==> config.mk <==
export PLATFORM = sky130hd
export DESIGN_NAME = instruction_fetch_stage_flat
export DESIGN_NICKNAME = d
export VERILOG_FILES = /design/src/rtl/instruction_fetch_stage_if.sv /design/src/rtl/instruction_fetch_stage.sv /design/src/flat_wrapper.sv
export SDC_FILE = /design/constraint.sdc
export NUM_CORES = 2
export LEC_CHECK = 0
export ABC_AREA = 1
export CAP_MARGIN = 20
export CORE_ASPECT_RATIO = 0.7
export CORE_MARGIN = 1
export CORE_UTILIZATION = 56
export DETAILED_ROUTE_END_ITERATION = 12
export PLACE_DENSITY_LB_ADDON = 0.25
export SLEW_MARGIN = 5
export SYNTH_ARGS = -nofsm -noshare
export SYNTH_HDL_FRONTEND = slang
export SYNTH_SLANG_ARGS = --single-unit
export TNS_END_PERCENT = 30
==> constraint.sdc <==
create_clock -name clk -period 2.1 [get_ports clk]
set_input_delay 0.315 -clock clk [delete_from_list [all_inputs] [get_ports clk]]
set_output_delay 0.315 -clock clk [all_outputs]
set_load 0.01 [all_outputs]
==> src/rtl/instruction_fetch_stage_if.sv <==
// Fetch-stage bus: control and instruction-memory load inputs, plus the IF/ID outputs.
// The master drives stall, redirect and memory writes. The slave is the fetch stage itself.
interface instruction_fetch_stage_if #(
  parameter int ADDR_W  = 32'd8,
  parameter int OPC_W   = 32'd2,
  parameter int REG_W   = 32'd3,
  parameter int INSTR_W = OPC_W + 2 * REG_W
);
  logic               stall;
  logic               redirect_valid;
  logic [ADDR_W-1:0]  redirect_target;
  logic               imem_we;
  logic [ADDR_W-1:0]  imem_waddr;
  logic [INSTR_W-1:0] imem_wdata;
  logic [ADDR_W-1:0]  pc;
  logic               if_valid;
  logic [ADDR_W-1:0]  if_pc;
  logic [OPC_W-1:0]   opcode;
  logic [REG_W-1:0]   rDest;
  logic [REG_W-1:0]   rSrc;
  logic [REG_W-1:0]   immediate_data;
  logic [ADDR_W-1:0]  jump_address;

  modport master (
    output stall, redirect_valid, redirect_target, imem_we, imem_waddr, imem_wdata,
    input  pc, if_valid, if_pc, opcode, rDest, rSrc, immediate_data, jump_address
  );

  modport slave (
    input  stall, redirect_valid, redirect_target, imem_we, imem_waddr, imem_wdata,
    output pc, if_valid, if_pc, opcode, rDest, rSrc, immediate_data, jump_address
  );
endinterface

==> src/rtl/instruction_fetch_stage.sv <==
// Clocked instruction fetch: PC, a loadable instruction memory and the IF/ID pipeline register.
// It supports stall, and a redirect that squashes the wrong-path fetch.
module instruction_fetch_stage #(
  parameter int                ADDR_W   = 32'd8,
  parameter int                OPC_W    = 32'd2,
  parameter int                REG_W    = 32'd3,
  parameter int                INSTR_W  = OPC_W + 2 * REG_W,
  parameter int                DEPTH    = 2 ** ADDR_W,
  parameter logic [ADDR_W-1:0] RESET_PC = {ADDR_W{1'b0}}
) (
  input logic                      clk,
  input logic                      reset_n,
  instruction_fetch_stage_if.slave bus
);
  localparam int                LOW_W  = INSTR_W - OPC_W;
  localparam logic [ADDR_W-1:0] PC_ONE = {{(ADDR_W - 1){1'b0}}, 1'b1};

  if (INSTR_W != OPC_W + 2 * REG_W) begin : g_bad_instr_w
    $error("INSTR_W must equal OPC_W + 2*REG_W");
  end
  if (DEPTH < 1 || DEPTH > 2 ** ADDR_W) begin : g_bad_depth
    $error("DEPTH must be in 1 .. 2**ADDR_W");
  end

  logic [INSTR_W-1:0] imem_q [DEPTH];
  logic [INSTR_W-1:0] fetch_word_s;
  logic [ADDR_W-1:0]  jump_s;

  logic [ADDR_W-1:0]  pc_q, pc_d;
  logic               if_valid_q, if_valid_d;
  logic [ADDR_W-1:0]  if_pc_q, if_pc_d;
  logic [OPC_W-1:0]   opcode_q, opcode_d;
  logic [REG_W-1:0]   rdest_q, rdest_d;
  logic [REG_W-1:0]   rsrc_q, rsrc_d;
  logic [ADDR_W-1:0]  jump_q, jump_d;

  // Memory write has no reset so that contents survive reset and can be loaded while it is held.
  always_ff @(posedge clk) begin
    if (bus.imem_we && (32'(bus.imem_waddr) < DEPTH)) begin
      imem_q[bus.imem_waddr] <= bus.imem_wdata;
    end
  end

  // Combinational read. A same-cycle write lands after the edge, so the fetch sees the old word.
  always_comb begin
    if (32'(pc_q) < DEPTH) begin
      fetch_word_s = imem_q[pc_q];
    end else begin
      fetch_word_s = {INSTR_W{1'b0}};
    end
  end

  if (ADDR_W > LOW_W) begin : g_jump_page
    assign jump_s = {pc_q[ADDR_W-1:LOW_W], fetch_word_s[LOW_W-1:0]};
  end else begin : g_jump_low
    assign jump_s = fetch_word_s[ADDR_W-1:0];
  end

  // Next-state selection. Redirect beats stall, and stall beats a normal fetch.
  always_comb begin
    pc_d       = pc_q;
    if_valid_d = if_valid_q;
    if_pc_d    = if_pc_q;
    opcode_d   = opcode_q;
    rdest_d    = rdest_q;
    rsrc_d     = rsrc_q;
    jump_d     = jump_q;
    if (bus.redirect_valid) begin
      pc_d       = bus.redirect_target;
      if_valid_d = 1'b0;
    end else if (!bus.stall) begin
      pc_d       = pc_q + PC_ONE;
      if_valid_d = 1'b1;
      if_pc_d    = pc_q;
      opcode_d   = fetch_word_s[INSTR_W-1 -: OPC_W];
      rdest_d    = fetch_word_s[2*REG_W-1 -: REG_W];
      rsrc_d     = fetch_word_s[REG_W-1:0];
      jump_d     = jump_s;
    end else begin
      pc_d       = pc_q;
      if_valid_d = if_valid_q;
    end
  end

  // PC and IF/ID pipeline register.
  always_ff @(posedge clk or negedge reset_n) begin
    if (!reset_n) begin
      pc_q       <= RESET_PC;
      if_valid_q <= 1'b0;
      if_pc_q    <= {ADDR_W{1'b0}};
      opcode_q   <= {OPC_W{1'b0}};
      rdest_q    <= {REG_W{1'b0}};
      rsrc_q     <= {REG_W{1'b0}};
      jump_q     <= {ADDR_W{1'b0}};
    end else begin
      pc_q       <= pc_d;
      if_valid_q <= if_valid_d;
      if_pc_q    <= if_pc_d;
      opcode_q   <= opcode_d;
      rdest_q    <= rdest_d;
      rsrc_q     <= rsrc_d;
      jump_q     <= jump_d;
    end
  end

  assign bus.pc             = pc_q;
  assign bus.if_valid       = if_valid_q;
  assign bus.if_pc          = if_pc_q;
  assign bus.opcode         = opcode_q;
  assign bus.rDest          = rdest_q;
  assign bus.rSrc           = rsrc_q;
  assign bus.immediate_data = rsrc_q;
  assign bus.jump_address   = jump_q;
endmodule
==> src/flat_wrapper.sv <==
// flat-port wrapper written by rule: the top's interface ports become plain ports
module instruction_fetch_stage_flat 
#(
  parameter int                ADDR_W   = 32'd8,
  parameter int                OPC_W    = 32'd2,
  parameter int                REG_W    = 32'd3,
  parameter int                INSTR_W  = OPC_W + 2 * REG_W,
  parameter int                DEPTH    = 2 ** ADDR_W,
  parameter logic [ADDR_W-1:0] RESET_PC = {ADDR_W{1'b0}}
)
  (clk, reset_n, bus_stall, bus_redirect_valid, bus_redirect_target, bus_imem_we, bus_imem_waddr, bus_imem_wdata, bus_pc, bus_if_valid, bus_if_pc, bus_opcode, bus_rDest, bus_rSrc, bus_immediate_data, bus_jump_address);
  instruction_fetch_stage_if #(.ADDR_W(ADDR_W), .OPC_W(OPC_W), .REG_W(REG_W), .INSTR_W(INSTR_W)) bus_i ();
  input logic clk;
  input logic reset_n;
  input wire logic [$bits(bus_i.stall)-1:0] bus_stall;
  input wire logic [$bits(bus_i.redirect_valid)-1:0] bus_redirect_valid;
  input wire logic [$bits(bus_i.redirect_target)-1:0] bus_redirect_target;
  input wire logic [$bits(bus_i.imem_we)-1:0] bus_imem_we;
  input wire logic [$bits(bus_i.imem_waddr)-1:0] bus_imem_waddr;
  input wire logic [$bits(bus_i.imem_wdata)-1:0] bus_imem_wdata;
  output wire logic [$bits(bus_i.pc)-1:0] bus_pc;
  output wire logic [$bits(bus_i.if_valid)-1:0] bus_if_valid;
  output wire logic [$bits(bus_i.if_pc)-1:0] bus_if_pc;
  output wire logic [$bits(bus_i.opcode)-1:0] bus_opcode;
  output wire logic [$bits(bus_i.rDest)-1:0] bus_rDest;
  output wire logic [$bits(bus_i.rSrc)-1:0] bus_rSrc;
  output wire logic [$bits(bus_i.immediate_data)-1:0] bus_immediate_data;
  output wire logic [$bits(bus_i.jump_address)-1:0] bus_jump_address;
  assign bus_i.stall = bus_stall;
  assign bus_i.redirect_valid = bus_redirect_valid;
  assign bus_i.redirect_target = bus_redirect_target;
  assign bus_i.imem_we = bus_imem_we;
  assign bus_i.imem_waddr = bus_imem_waddr;
  assign bus_i.imem_wdata = bus_imem_wdata;
  assign bus_pc = bus_i.pc;
  assign bus_if_valid = bus_i.if_valid;
  assign bus_if_pc = bus_i.if_pc;
  assign bus_opcode = bus_i.opcode;
  assign bus_rDest = bus_i.rDest;
  assign bus_rSrc = bus_i.rSrc;
  assign bus_immediate_data = bus_i.immediate_data;
  assign bus_jump_address = bus_i.jump_address;
  instruction_fetch_stage #(.ADDR_W(ADDR_W), .OPC_W(OPC_W), .REG_W(REG_W), .INSTR_W(INSTR_W), .DEPTH(DEPTH), .RESET_PC(RESET_PC)) u_core (.clk(clk), .reset_n(reset_n), .bus(bus_i));
endmodule
# == Yosys cells after proc, flatten, opt, wreduce, memory -nomap -nowiden ==
# Memory sizes are Yosys's and may differ from the RTL's.
# Index checks and enable logic that the tools add are counted.
# classes
add_sub_neg,1
mux,6
n_eq_ne,1
n_reduce_logical,1
bitwise_logic,2
# op_table
op,count
two-way mux 8 bit,2
adder 8 x 1 -> 8 bit (second input constant),1
two-way mux 1 bit,4
inequality test 2 x 1 -> 1 bit (second input constant),1
inverter 1 bit,2
AND reduction 2 bit,1
# word_totals
n_memories,1
in_bits,29
reg_bits,33
output_inout_bits,36
word_cells,19
mem_bits_rw,2048
# mem_list
memory,words,word_bits,rd,rd_ports_with_merged_regs,write_ports,line_no,rtl
u_core.imem_q,256,8,1,0,1,instruction_fetch_stage.sv:25,logic [INSTR_W-1:0] imem_q [DEPTH];

# == Logic depth before layout (Yosys ltp) ==
# logic_depth
word_depth,3
ltp_mapped,19
depth_no_buf,15

# == Least setup slack after synthesis ==
# OpenSTA, ideal clock, no wires.
# synth_timing
kind,reg-to-reg
startpoint,register u_core.pc_q[0] (netlist: u_core.bus.pc[0])
endpoint,register u_core.jump_q[2] (netlist: u_core.bus.jump_address[2])
slack_ns,0.137
path_stages_with_launch,15
setup_ns,0.125
synth_period_minus_slack_ns,1.963
path_buffers,5
arrival_time_ns,1.838
required_time_ns,1.975
cell_sequence,dfrtp_1 -> inv_2 -> buf_4 -> buf_6 -> buf_6 -> buf_4 -> buf_2 -> o21ai_0 -> o211ai_1 -> nand3_1 -> nand2_1 -> nand3_1 -> nand2_1 -> nand3_1 -> nand3_1
# synth_via
elab_chain_cells,1
# synth_lines
item,line_no,rtl
start: declaration,instruction_fetch_stage.sv:29,"logic [ADDR_W-1:0] pc_q, pc_d;"
start signal: assignment,instruction_fetch_stage.sv:96,pc_q <= pc_d;
memory read (256 x 8 bit),--,
end signal: assignment,instruction_fetch_stage.sv:94,jump_q <= {ADDR_W{1'b0}};
end signal: assignment,instruction_fetch_stage.sv:102,jump_q <= jump_d;
end: declaration,instruction_fetch_stage.sv:35,"logic [ADDR_W-1:0] jump_q, jump_d;"
# Every way passes these cells.
# A chain may end at the register's enable or synchronous reset.

# == Worst setup path in the final report ==
# layout_timing
startpoint,register u_core.pc_q[0] (netlist: u_core.bus.pc[0])
endpoint,register u_core.jump_q[1] (netlist: u_core.bus.jump_address[1])
# Same word-level chain as after synthesis.

==> out/metrics.csv <==
stage,metric,value,unit
clocking,clk sink count,2073,
timing,fin crit share,118,%
die,Die W,471,um
drt,Remaining DRCs,0,
die,Starting Density,56.9,%
yosys,most common library cells after synthesis,"2048 x edfxtp_1, 1757 x nand2_1, 1469 x nor2_1",
timing,Max Freq,403,MHz
min_path,Hold WC Path Type,primary input to register,
pwr,Power Density,910,mW/mm^2
placed_design,post-DP HPWL,157000,um
clocking,CTS root buf,clkbuf_16,
drt,vias,62688,
clocking,CTS max path bufs,3,
drt,drt first pass iters,6,
global_route,"Remaining Overflow, GRT",0,
critical_path,Worst EP arrival,3.20,ns
layout,layout cells sized above 1,15.3,%
critical_path,register-to-register setup slack,-0.38,ns
yosys,ys flop type,edfxtp_1,
critical_path,crit path capture type,register,
timing,Fin. Hold Viols,0,
pwr,PnR Total Power,94100,uW
layout,final instance area,0.103,mm^2
critical_path,startpoint class of the critical path,register,
pwr,worst vdd ir,883,uV
yosys,largest area contributor in the netlist,edfxtp_1,
yosys,Post-synth ARST share,1.21,%
timing,unrepaired setup endpoints after global routing,yes,
yosys,Yosys cell types,28,
yosys,number of flops mapped to enable cells by yosys,2048,
timing,minimum clock period,2.48,ns
yosys,top cell type's share of synthesized area,71.4,%
clocking,Worst-Skew Late Latency,0.86,ns
die,io pins,65,
timing,slack of the critical path,-0.379,ns
critical_path,worst-path fanout max,13,
drt,DR vias/cell,5.95,
min_path,cell count of the worst hold path,3,
clocking,CTS tree,yes,
global_route,total track usage,33.4,%
die,Die Area,0.155,mm^2
pwr,Leakage,0.0391,uW
drt,initial drt markers,9628,
critical_path,CP required,2.82,ns
yosys,Mapped Cells,7757,
status,outcome,finished with violations,
clocking,CTS H-tree depth,4,
yosys,synth top area cells,"edfxtp_1 71%, nand2_1 7.7%, nor2_1 6.4%",
timing,Final Slew Violations,0,
yosys,post-synthesis sequential area ratio,72.2,%
drt,"antenna viol nets, final",0,
die,core area,0.151,mm^2
global_route,initial antenna violation count,4,
placed_design,placed cell area,0.0947,mm^2
yosys,Synth Area per Inst,11.1,um^2
yosys,Mapped Area,0.0861,mm^2
clocking,CTS clock-pin slew for the worst setup and hold paths,0.06,ns
timing,worst slew pin tran,0.715,ns
critical_path,reg2reg path depth,12,
yosys,most frequent cell after synthesis,edfxtp_1,
yosys,Ys Warns,0,
placed_design,Setup WS pre-CTS,-0.588,ns
yosys,syn nets,7787,
global_route,vias in the first global route,58553,
clocking,CTS buffer count,188,
critical_path,Setup CP Type,register to register,
drt,Post-Route WL,261000,um
layout,"Area growth, synth to finish",20.1,%
placed_design,GPL Wtd Cong,0.947,
layout,Layout Nets,8401,
timing,Clock Skew,0.0307,ns
die,# rows,119,
timing,Slew Limit Headroom,52.3,%
global_route,largest net degree at the start of global routing,93,
drt,WL/cell,24.8,um
placed_design,input/output buffers,64,
yosys,#FFs+latches synth,2073,
timing,final setup violating endpoints,12,
flow_run,max_cap viols,0,
die,chip height,330,um
status,violated checks,negative setup slack,
global_route,first-pass GRT wire length,381000,um
## cell usage in the layout (no fill, tap or decap), drive strengths merged, types with 2 or more instances in the layout
cell type and instances:
bufbuf 24, bufinv 14, dlygate4sd2 28, nor2 1469, a21oi 98, dlygate4sd3 9
diode 7, or2 2, dfrtp 25, clkinv 88, nand2 1757, o21ai 714
o211ai 149, clkdlybuf4s50 22, inv 488, nor3 4, o22ai 8, clkinvlp 3
a31oi 2, clkbuf 234, buf 812, edfxtp 2048, nand3 518, o2111ai 2
## worst paths after layout
check	startpoint	end
worst max-delay path	u_core.bus.pc[0]	u_core.bus.jump_address[1]
worst min-delay path	bus_redirect_target[3]	u_core.bus.pc[3]
worst max register to register	u_core.bus.pc[0]	u_core.bus.jump_address[1]
worst min register to register	u_core.bus.if_valid	u_core.bus.if_valid
max in group asynchronous	reset_n	u_core.bus.pc[0]
min in group asynchronous	reset_n	u_core.bus.if_valid
## cell type report
| cell class | count | area [um^2] |
|---|---|---|
| Timing Repair Buffer | 897 | 10100 |
| Fill cell | 10584 | 48000 |
| Clock inverter | 111 | 1070 |
| Antenna cell | 7 | 17.5 |
| Clock buffer | 232 | 4880 |
| Timing Repair inverter | 3 | 41.3 |
| Inverter | 479 | 1840 |
| Tap cell | 1996 | 2500 |
| Multi-Input combinational cell | 4729 | 20800 |
| Sequential cell | 2073 | 62100 |
## per-stage QoR
stage | cells | hold WS, ns | utilization, % | setup TNS (ns)
2_1_floorplan | 7757 | 0.0194 | - | 0
3_3_place_gp | 10092 | 0.460 | 62.5 | -203.90
3_5_place_dp | 10092 | 0.471 | 62.5 | -228.48
4_1_cts | 10513 | 0.148 | 68.1 | -2.86
5_1_grt | 10520 | 0.163 | 68.3 | -4.14
6_report | 10527 | 0.204 | 68.3 | -3.53
## kinds of logic (layout without fill, tap and decap cells)
logic type,after synthesis,in the layout,synth area share [%]
other cells,0,7,0
fa+ha+maj,1,1,0.0145
flops,2073,2073,72.2
xor+xnor,1,1,0.0102
simple gates,3751,3751,17.1
compound gates,976,976,6.14
buf+inv,955,1722,4.54
## sequential cells by signal, indices dropped and copies added (netlist names)
signal,cells
u_core.bus.jump_address,7
u_core.bus.pc,8
u_core.bus.if_valid,1
u_core.bus.opcode,2
u_core.bus.if_pc,7
u_core.imem_q,2048
## worst max-delay path, stage by stage, from the launching register on
cell,delay [ns]
dfrtp_4,0.45
buf_8,0.17
clkinv_8,0.14
buf_16,0.20
buf_4,0.16
o21ai_0,0.33
o211ai_1,0.21
nand3_1,0.18
nand2_1,0.07
nand3_1,0.12
nand2_4,0.10
nand3_2,0.09
nand3_2,0.10
## layer usage
layer	share of wire [%]	track usage, %
met5	0	0
met1	39	48.5
met3	14	8.78
met4	3.6	12.5
met2	43	48.8
## timing repair
action                     4_1_cts  5_1_grt
hold endpoints to repair       269        0
resized for setup              368       68
hold buffers                     9        0
setup endpoints to repair       45       14
setup buffers                   35        4
gates cloned                    36        3
pin swaps                       58       29
## power by group
part	internal, uW	switching (uW)	total [uW]	leakage, uW
clock	18400	15600	34000	0.00290
sequential	45600	194	45800	0.0187
combinational	5100	9270	14400	0.0175
No activity file was read; power rests on OpenSTA's default activity.
